--- src/rtl/frame_monitor_if.sv ---
// -----------------------------------------------------------------------------
// frame_monitor_if
//
// Purpose:
//   Register bus bundle used to access the frame_monitor counter/control block.
//   A command is a single-cycle strobe; reads return data on the following edge.
//
// Signals:
//   bus_cmd_valid  command strobe, one cycle per command
//   bus_op         1 = write, 0 = read
//   bus_addr       16-bit register address
//   bus_wr_data    16-bit write data
//   bus_rd_data    16-bit registered read data (driven by the slave)
//
// Modports:
//   master  issues commands, receives read data
//   slave   receives commands, returns read data
// -----------------------------------------------------------------------------
interface frame_monitor_if;

    logic        bus_cmd_valid;
    logic        bus_op;
    logic [15:0] bus_addr;
    logic [15:0] bus_wr_data;
    logic [15:0] bus_rd_data;

    modport master (
        output bus_cmd_valid,
        output bus_op,
        output bus_addr,
        output bus_wr_data,
        input  bus_rd_data
    );

    modport slave (
        input  bus_cmd_valid,
        input  bus_op,
        input  bus_addr,
        input  bus_wr_data,
        output bus_rd_data
    );

endinterface

--- src/rtl/frame_monitor.sv ---
// -----------------------------------------------------------------------------
// frame_monitor
//
// Purpose:
//   Watches a byte stream (rxd qualified by rx_dv) and measures each frame,
//   where a frame is one contiguous run of rx_dv=1. For every frame that starts
//   while monitoring is enabled it produces a one-cycle frame_done pulse with a
//   runt/long error flag, updates saturating statistics counters and records
//   the length and 8-bit additive checksum of the most recent frame. The
//   statistics are visible through a small 16-bit register bus.
//
// Parameters:
//   MIN_LEN   frames shorter than this many bytes are runts
//   MAX_LEN   frames longer than this many bytes are long
//
// Ports:
//   i_clk           clock, all logic on the rising edge
//   i_rst           synchronous active-high reset
//   bus_if          register bus (slave side), see frame_monitor_if
//   i_rxd           byte stream
//   i_rx_dv         byte valid
//   o_frame_done    one-cycle pulse per counted frame
//   o_frame_err     valid with o_frame_done; 1 = runt or long
//
// Register map (16-bit):
//   0x10 frame_cnt           0x14 long_cnt
//   0x11 byte_cnt[15:0]      0x15 last_len
//   0x12 byte_cnt[31:16]     0x16 {8'b0, last_csum}
//   0x13 runt_cnt            0x17 ctrl {14'b0, clear, enable} (only writable reg)
// -----------------------------------------------------------------------------
module frame_monitor #(
    parameter int unsigned MIN_LEN = 60,
    parameter int unsigned MAX_LEN = 1518
) (
    input  logic                  i_clk,
    input  logic                  i_rst,
    frame_monitor_if.slave        bus_if,
    input  logic [7:0]            i_rxd,
    input  logic                  i_rx_dv,
    output logic                  o_frame_done,
    output logic                  o_frame_err
);

    // -------------------------------------------------------------------------
    // Constants
    // -------------------------------------------------------------------------
    localparam logic [0:0] S_IDLE = 1'b0;
    localparam logic [0:0] S_RECV = 1'b1;

    localparam logic [15:0] ADDR_FRAME_CNT = 16'h0010;
    localparam logic [15:0] ADDR_BYTE_LO   = 16'h0011;
    localparam logic [15:0] ADDR_BYTE_HI   = 16'h0012;
    localparam logic [15:0] ADDR_RUNT_CNT  = 16'h0013;
    localparam logic [15:0] ADDR_LONG_CNT  = 16'h0014;
    localparam logic [15:0] ADDR_LAST_LEN  = 16'h0015;
    localparam logic [15:0] ADDR_LAST_CSUM = 16'h0016;
    localparam logic [15:0] ADDR_CTRL      = 16'h0017;

    // -------------------------------------------------------------------------
    // State
    // -------------------------------------------------------------------------
    logic [0:0]  r_state;
    logic [15:0] r_len;
    logic [7:0]  r_csum;
    logic        r_active;      // enable latched at frame start

    logic        r_enable;
    logic [15:0] r_frame_cnt;
    logic [31:0] r_byte_cnt;
    logic [15:0] r_runt_cnt;
    logic [15:0] r_long_cnt;
    logic [15:0] r_last_len;
    logic [7:0]  r_last_csum;

    logic [15:0] r_rd_data;
    logic        r_frame_done;
    logic        r_frame_err;

    // -------------------------------------------------------------------------
    // Combinational decode
    // -------------------------------------------------------------------------
    logic        w_frame_end;
    logic        w_count;
    logic        w_runt;
    logic        w_long;
    logic        w_rd_cmd;
    logic        w_wr_ctrl;
    logic        w_clear;
    logic [32:0] w_byte_sum;
    logic [31:0] w_byte_next;
    logic [15:0] w_rd_mux;

    // First cycle with rx_dv low while receiving closes the frame.
    assign w_frame_end = (r_state == S_RECV) && !i_rx_dv;
    assign w_count     = w_frame_end && r_active;

    // Compare at 32 bits so the parameters are never truncated.
    assign w_runt = (32'(r_len) < MIN_LEN);
    assign w_long = (32'(r_len) > MAX_LEN);

    assign w_rd_cmd  = bus_if.bus_cmd_valid && !bus_if.bus_op;
    assign w_wr_ctrl = bus_if.bus_cmd_valid && bus_if.bus_op
                       && (bus_if.bus_addr == ADDR_CTRL);
    assign w_clear   = w_wr_ctrl && bus_if.bus_wr_data[1];

    // Saturating 32-bit byte accumulation: a carry out of bit 31 pins to all-ones.
    assign w_byte_sum  = {1'b0, r_byte_cnt} + {17'b0, r_len};
    assign w_byte_next = w_byte_sum[32] ? 32'hFFFF_FFFF : w_byte_sum[31:0];

    function automatic logic [15:0] sat_inc16(input logic [15:0] v);
        return (v == 16'hFFFF) ? v : v + 16'd1;
    endfunction

    // Read mux sees the current (pre-update) register values.
    always_comb begin
        w_rd_mux = 16'h0000;
        case (bus_if.bus_addr)
            ADDR_FRAME_CNT: w_rd_mux = r_frame_cnt;
            ADDR_BYTE_LO:   w_rd_mux = r_byte_cnt[15:0];
            ADDR_BYTE_HI:   w_rd_mux = r_byte_cnt[31:16];
            ADDR_RUNT_CNT:  w_rd_mux = r_runt_cnt;
            ADDR_LONG_CNT:  w_rd_mux = r_long_cnt;
            ADDR_LAST_LEN:  w_rd_mux = r_last_len;
            ADDR_LAST_CSUM: w_rd_mux = {8'h00, r_last_csum};
            ADDR_CTRL:      w_rd_mux = {14'b0, 1'b0, r_enable};  // clear is self-clearing
            default:        w_rd_mux = 16'h0000;
        endcase
    end

    // -------------------------------------------------------------------------
    // Frame receive FSM
    // -------------------------------------------------------------------------
    always_ff @(posedge i_clk) begin
        if (i_rst) begin
            r_state  <= S_IDLE;
            r_len    <= 16'h0000;
            r_csum   <= 8'h00;
            r_active <= 1'b0;
        end else begin
            case (r_state)
                S_IDLE: begin
                    if (i_rx_dv) begin
                        r_state  <= S_RECV;
                        r_len    <= 16'd1;
                        r_csum   <= i_rxd;
                        r_active <= r_enable;
                    end
                end
                S_RECV: begin
                    if (i_rx_dv) begin
                        r_len  <= sat_inc16(r_len);
                        r_csum <= r_csum + i_rxd;
                    end else begin
                        r_state <= S_IDLE;
                    end
                end
                default: begin
                    r_state <= S_IDLE;
                end
            endcase
        end
    end

    // -------------------------------------------------------------------------
    // Frame result pulse
    // -------------------------------------------------------------------------
    always_ff @(posedge i_clk) begin
        if (i_rst) begin
            r_frame_done <= 1'b0;
            r_frame_err  <= 1'b0;
        end else begin
            r_frame_done <= w_count;
            r_frame_err  <= w_count && (w_runt || w_long);
        end
    end

    // -------------------------------------------------------------------------
    // Last-frame capture (not affected by clear)
    // -------------------------------------------------------------------------
    always_ff @(posedge i_clk) begin
        if (i_rst) begin
            r_last_len  <= 16'h0000;
            r_last_csum <= 8'h00;
        end else if (w_count) begin
            r_last_len  <= r_len;
            r_last_csum <= r_csum;
        end
    end

    // -------------------------------------------------------------------------
    // Statistics counters; clear is applied after the update so it wins
    // -------------------------------------------------------------------------
    always_ff @(posedge i_clk) begin
        if (i_rst) begin
            r_frame_cnt <= 16'h0000;
            r_byte_cnt  <= 32'h0000_0000;
            r_runt_cnt  <= 16'h0000;
            r_long_cnt  <= 16'h0000;
        end else begin
            if (w_count) begin
                r_frame_cnt <= sat_inc16(r_frame_cnt);
                r_byte_cnt  <= w_byte_next;
                if (w_runt) begin
                    r_runt_cnt <= sat_inc16(r_runt_cnt);
                end
                if (w_long) begin
                    r_long_cnt <= sat_inc16(r_long_cnt);
                end
            end
            if (w_clear) begin
                r_frame_cnt <= 16'h0000;
                r_byte_cnt  <= 32'h0000_0000;
                r_runt_cnt  <= 16'h0000;
                r_long_cnt  <= 16'h0000;
            end
        end
    end

    // -------------------------------------------------------------------------
    // Control register
    // -------------------------------------------------------------------------
    always_ff @(posedge i_clk) begin
        if (i_rst) begin
            r_enable <= 1'b1;
        end else if (w_wr_ctrl) begin
            r_enable <= bus_if.bus_wr_data[0];
        end
    end

    // -------------------------------------------------------------------------
    // Registered read data; holds when no read is issued
    // -------------------------------------------------------------------------
    always_ff @(posedge i_clk) begin
        if (i_rst) begin
            r_rd_data <= 16'h0000;
        end else if (w_rd_cmd) begin
            r_rd_data <= w_rd_mux;
        end
    end

    // -------------------------------------------------------------------------
    // Outputs
    // -------------------------------------------------------------------------
    assign bus_if.bus_rd_data = r_rd_data;
    assign o_frame_done       = r_frame_done;
    assign o_frame_err        = r_frame_err;

endmodule

--- src/flat_wrapper.sv ---
// flat-port wrapper written by rule: the top's interface ports become plain ports
module frame_monitor_flat 
#(
    parameter int unsigned MIN_LEN = 60,
    parameter int unsigned MAX_LEN = 1518
)
  (i_clk, i_rst, i_rxd, i_rx_dv, o_frame_done, o_frame_err, bus_if_bus_cmd_valid, bus_if_bus_op, bus_if_bus_addr, bus_if_bus_wr_data, bus_if_bus_rd_data);
  frame_monitor_if bus_if_i ();
  input  logic i_clk;
  input  logic i_rst;
  input  logic [7:0] i_rxd;
  input  logic i_rx_dv;
  output logic o_frame_done;
  output logic o_frame_err;
  input wire logic [$bits(bus_if_i.bus_cmd_valid)-1:0] bus_if_bus_cmd_valid;
  input wire logic [$bits(bus_if_i.bus_op)-1:0] bus_if_bus_op;
  input wire logic [$bits(bus_if_i.bus_addr)-1:0] bus_if_bus_addr;
  input wire logic [$bits(bus_if_i.bus_wr_data)-1:0] bus_if_bus_wr_data;
  output wire logic [$bits(bus_if_i.bus_rd_data)-1:0] bus_if_bus_rd_data;
  assign bus_if_i.bus_cmd_valid = bus_if_bus_cmd_valid;
  assign bus_if_i.bus_op = bus_if_bus_op;
  assign bus_if_i.bus_addr = bus_if_bus_addr;
  assign bus_if_i.bus_wr_data = bus_if_bus_wr_data;
  assign bus_if_bus_rd_data = bus_if_i.bus_rd_data;
  frame_monitor #(.MIN_LEN(MIN_LEN), .MAX_LEN(MAX_LEN)) u_core (.i_clk(i_clk), .i_rst(i_rst), .bus_if(bus_if_i), .i_rxd(i_rxd), .i_rx_dv(i_rx_dv), .o_frame_done(o_frame_done), .o_frame_err(o_frame_err));
endmodule
--- config.mk ---
export PLATFORM = sky130hd
export DESIGN_NAME = frame_monitor_flat
export DESIGN_NICKNAME = d
export VERILOG_FILES = /design/src/rtl/frame_monitor_if.sv /design/src/rtl/frame_monitor.sv /design/src/flat_wrapper.sv
export SDC_FILE = /design/constraint.sdc
export NUM_CORES = 1
export LEC_CHECK = 0
export ABC_AREA = 0
export CAP_MARGIN = 20
export CORE_ASPECT_RATIO = 0.8
export CORE_MARGIN = 5
export CORE_UTILIZATION = 45
export CTS_CLUSTER_SIZE = 25
export DETAILED_ROUTE_END_ITERATION = 8
export GPL_ROUTABILITY_DRIVEN = 0
export PLACE_DENSITY_LB_ADDON = 0.25
export SLEW_MARGIN = 20
export SYNTH_ARGS = -nofsm -noshare
export SYNTH_HDL_FRONTEND = slang
export SYNTH_SLANG_ARGS = --single-unit
--- constraint.sdc ---
create_clock -name i_clk -period 4.5 [get_ports i_clk]
set_input_delay 0.45 -clock i_clk [delete_from_list [all_inputs] [get_ports i_clk]]
set_output_delay 0.45 -clock i_clk [all_outputs]
set_load 0.01 [all_outputs]
==> qor.yml <==
hold_viol_final: 0
path_max_fanout: 15
crit_arrival_ns: 3.41
power.density_nw_per_um2: 320.8
post_cts_buffers: 0
yosys_register_bits: 149
clockBufferDepth: 2
fin_crit_ns: 3.068
worstReg2RegStart: "u_core.r_state"
synth_adder_area_share_pct: 4.847
ir_drop_uv: 207.4
coreArea_um2: 17490
area_growth_pct: 14.99
grt_pass1_wl_mm: 35.76
synthesis.area_um2: 8054
grt_pass1_vias: 6836
whs_endpoint: "u_core.bus_if.bus_rd_data[7]"
route.detailed.wl_per_inst_um: 17.89
worstMarginPinSlew_ns: 1.039
synth_common_cells: "dfxtp_1 (149), nor2_1 (134), nand2_1 (104)"
synth_top_area_share_pct: 37.04
start_util_pct: 46.06
yosys.area_share.simple_pct: 25.85
crit_required_ns: 4.84
grt_max_degree: 44
relSlewSlack_pct: 30.36
die-area_um2: 20690
yosysMostFrequentCell: "dfxtp_1"
slew_viol_final: 0
clock_latency_ns: 0.43
cts_tree: "done"
drtIter0Drc: 758
row_count: 43
routed_wl_mm: 22.10
track_usage_pct: 21.58
yosys-top-cells-area: "dfxtp_1 (37%), nor2_1 (6.2%), nand2_1 (4.8%)"
synth-compound-area-share_pct: 17.90
setup_viol: 0
synth_mux_area_share_pct: 2.144
cts_sinks: 149
final_nets: 1073
rsz0062_at_grt: "false"
htreeDepth: 4
postRouteAntennaNets: 0
rrSetupSlack_ns: 1.43
start_kind: "flip-flop"
grt-ovfl-total: 0
cts_root_buf: "clkbuf_16"
finalCritPeriodShare_pct: 68.17
postSynthNetCount: 1045
synthXorXnorAreaFrac_pct: 8.265
reg2reg_to: "u_core.r_byte_cnt[29]"
final_area_um2: 9261
antenna_found_initial: 1
pin_count: 63
postPlaceCellArea_um2: 8666
cts.clk_slew.worst_paths_ns: 0.06
tns_ns: 0
via_per_inst: 5.874
numCtsBuffers: 17
synth_top_family_by_area: "simple AND/OR/NAND/NOR gates"
synth_edf_count: 0
drive_gt1_share_pct: 7.129
drv_cap: 0
fin_ws_ns: 1.432
totalPowerFinal_uw: 2971
fmaxAchievable_mhz: 326.0
status: "complete, no violations"
dp_hpwl_mm: 15.95
syn_inst: 970
synth_area_leader_cell: "dfxtp_1"
dieHeight_um: 129.7
path_class: "flip-flop to flip-flop"
hold_start: "u_core.bus_if.bus_rd_data[7]"
post-place-ws_ns: 1.255
dieWidth_um: 159.6
fillers: 1670
drc_errors: 0
syn_area_per_cell_um2: 8.303
synth-seq-area-share_pct: 37.04
vias: 7255
fin_skew_ns: 0.008631
synthArstFlopShare_pct: 0
hold_slack_ns: 0.4480
first_pass_iters: 6
post_synth_num_cell_types: 72
ctsResizeCount: 0
cp-end-kind: "flip-flop"
synth_warnings: 0
holdCritPathClass: "flip-flop to flip-flop"
n_antenna_cell: 0
reg2reg_depth: 6
synth_ff_type: "dfxtp_1"
cts_hold_buf: 0
io_buffers: 48
leakage_uw: 0.003357
hold_depth: 1
## cells by family (layout without fill, tap and decap cells)
family / Yosys count / count (layout)
fa+ha+maj: 30 / 30
xor+xnor: 76 / 76
simple gates: 422 / 422
compound gates: 207 / 207
mux: 17 / 17
flops: 149 / 149
buf+inv: 69 / 109
## registers in the layout, summed over array words and instances, names as in the netlist
| name | count |
|---|---|
| u_core.r_long_cnt | 16 |
| u_core.r_active | 1 |
| u_core.r_last_csum | 8 |
| u_core.r_enable | 1 |
| u_core.r_len | 16 |
| u_core.r_csum | 8 |
| u_core.o_frame_err | 1 |
| u_core.r_last_len | 16 |
| u_core.bus_if.bus_rd_data | 16 |
| u_core.r_frame_cnt | 16 |
| u_core.r_byte_cnt | 32 |
| u_core.o_frame_done | 1 |
| u_core.r_state | 1 |
| u_core.r_runt_cnt | 16 |
## worst max-delay path by stage
stage / to / cells after the start / startpoint / slack (ns)
after floorplan: u_core.r_byte_cnt[12] / 9 / u_core.r_len[0] / 2.01
after detailed placement: u_core.r_byte_cnt[29] / 8 / i_rx_dv / 1.25
after CTS: u_core.r_byte_cnt[29] / 6 / u_core.r_state / 1.46
after global placement: u_core.r_byte_cnt[29] / 8 / i_rx_dv / 1.28
final: u_core.r_byte_cnt[29] / 6 / u_core.r_state / 1.43
after global routing: u_core.r_byte_cnt[21] / 8 / u_core.r_len[2] / 1.17
## layout by cell type, fill, tap and decap left out, types with 4 or more instances in the layout
cell             count
a22oi_1             30
a21o_1              18
a221oi_1            10
nor3_2               4
ha_1                28
nor4_1              14
clkinv_2             4
or3_1                5
a211oi_1            15
o21ai_0             22
nor3_1              47
a21oi_1             50
dfxtp_1            149
clkbuf_16           17
nand2_1            104
mux2i_1             15
a31oi_1             16
nand4_1             27
inv_1               20
and4_1               8
nand3_1             28
clkdlybuf4s50_1     48
nor2_1             134
a311oi_1             6
buf_4                9
and2_1               7
xor2_1              35
nand2b_1             7
o21a_1               5
xnor2_1             41
a222oi_1             7
and3_1              15
## cell type report
class / count / area (um2) / area share, %
inverter: 20 / 75.07 / 0.8106
multi-input combinational: 752 / 4758 / 51.38
clock inverter: 12 / 152.6 / 1.648
tap: 225 / 281.5 / 3.040
timing repair buffer: 58 / 568.0 / 6.133
clock buffer: 19 / 442.9 / 4.782
sequential: 149 / 2983 / 32.21
## worst max-delay path, cell delays in order (launching register included)
cell,delay [ns]
dfxtp_1,0.80
and3b_1,0.68
and3_1,0.56
and4_1,0.29
o211ai_1,0.17
and4_1,0.23
a211oi_1,0.23
## through the flow
step / cells / util [%]
after floorplan: 970 / -
after global placement: 1204 / 49.56
after detailed placement: 1204 / 49.56
after CTS: 1235 / 52.97
after global routing: 1235 / 52.97
final: 1235 / 52.97
## power breakdown
part | internal [uW] | total, uW | switching (uW)
Combinational | 71.3 | 158 | 86.4
Clock | 884 | 1460 | 578
Sequential | 1330 | 1350 | 18.8
## routing by layer
layer	GRT usage (%)	vias up	routed length [um]
li1	-	3551	-
met1	29.53	3399	10260
met2	33.42	265	9476
met3	6.232	38	1868
met4	6.276	2	478
met5	0	-	13
No activity file was read; power rests on OpenSTA's default activity.
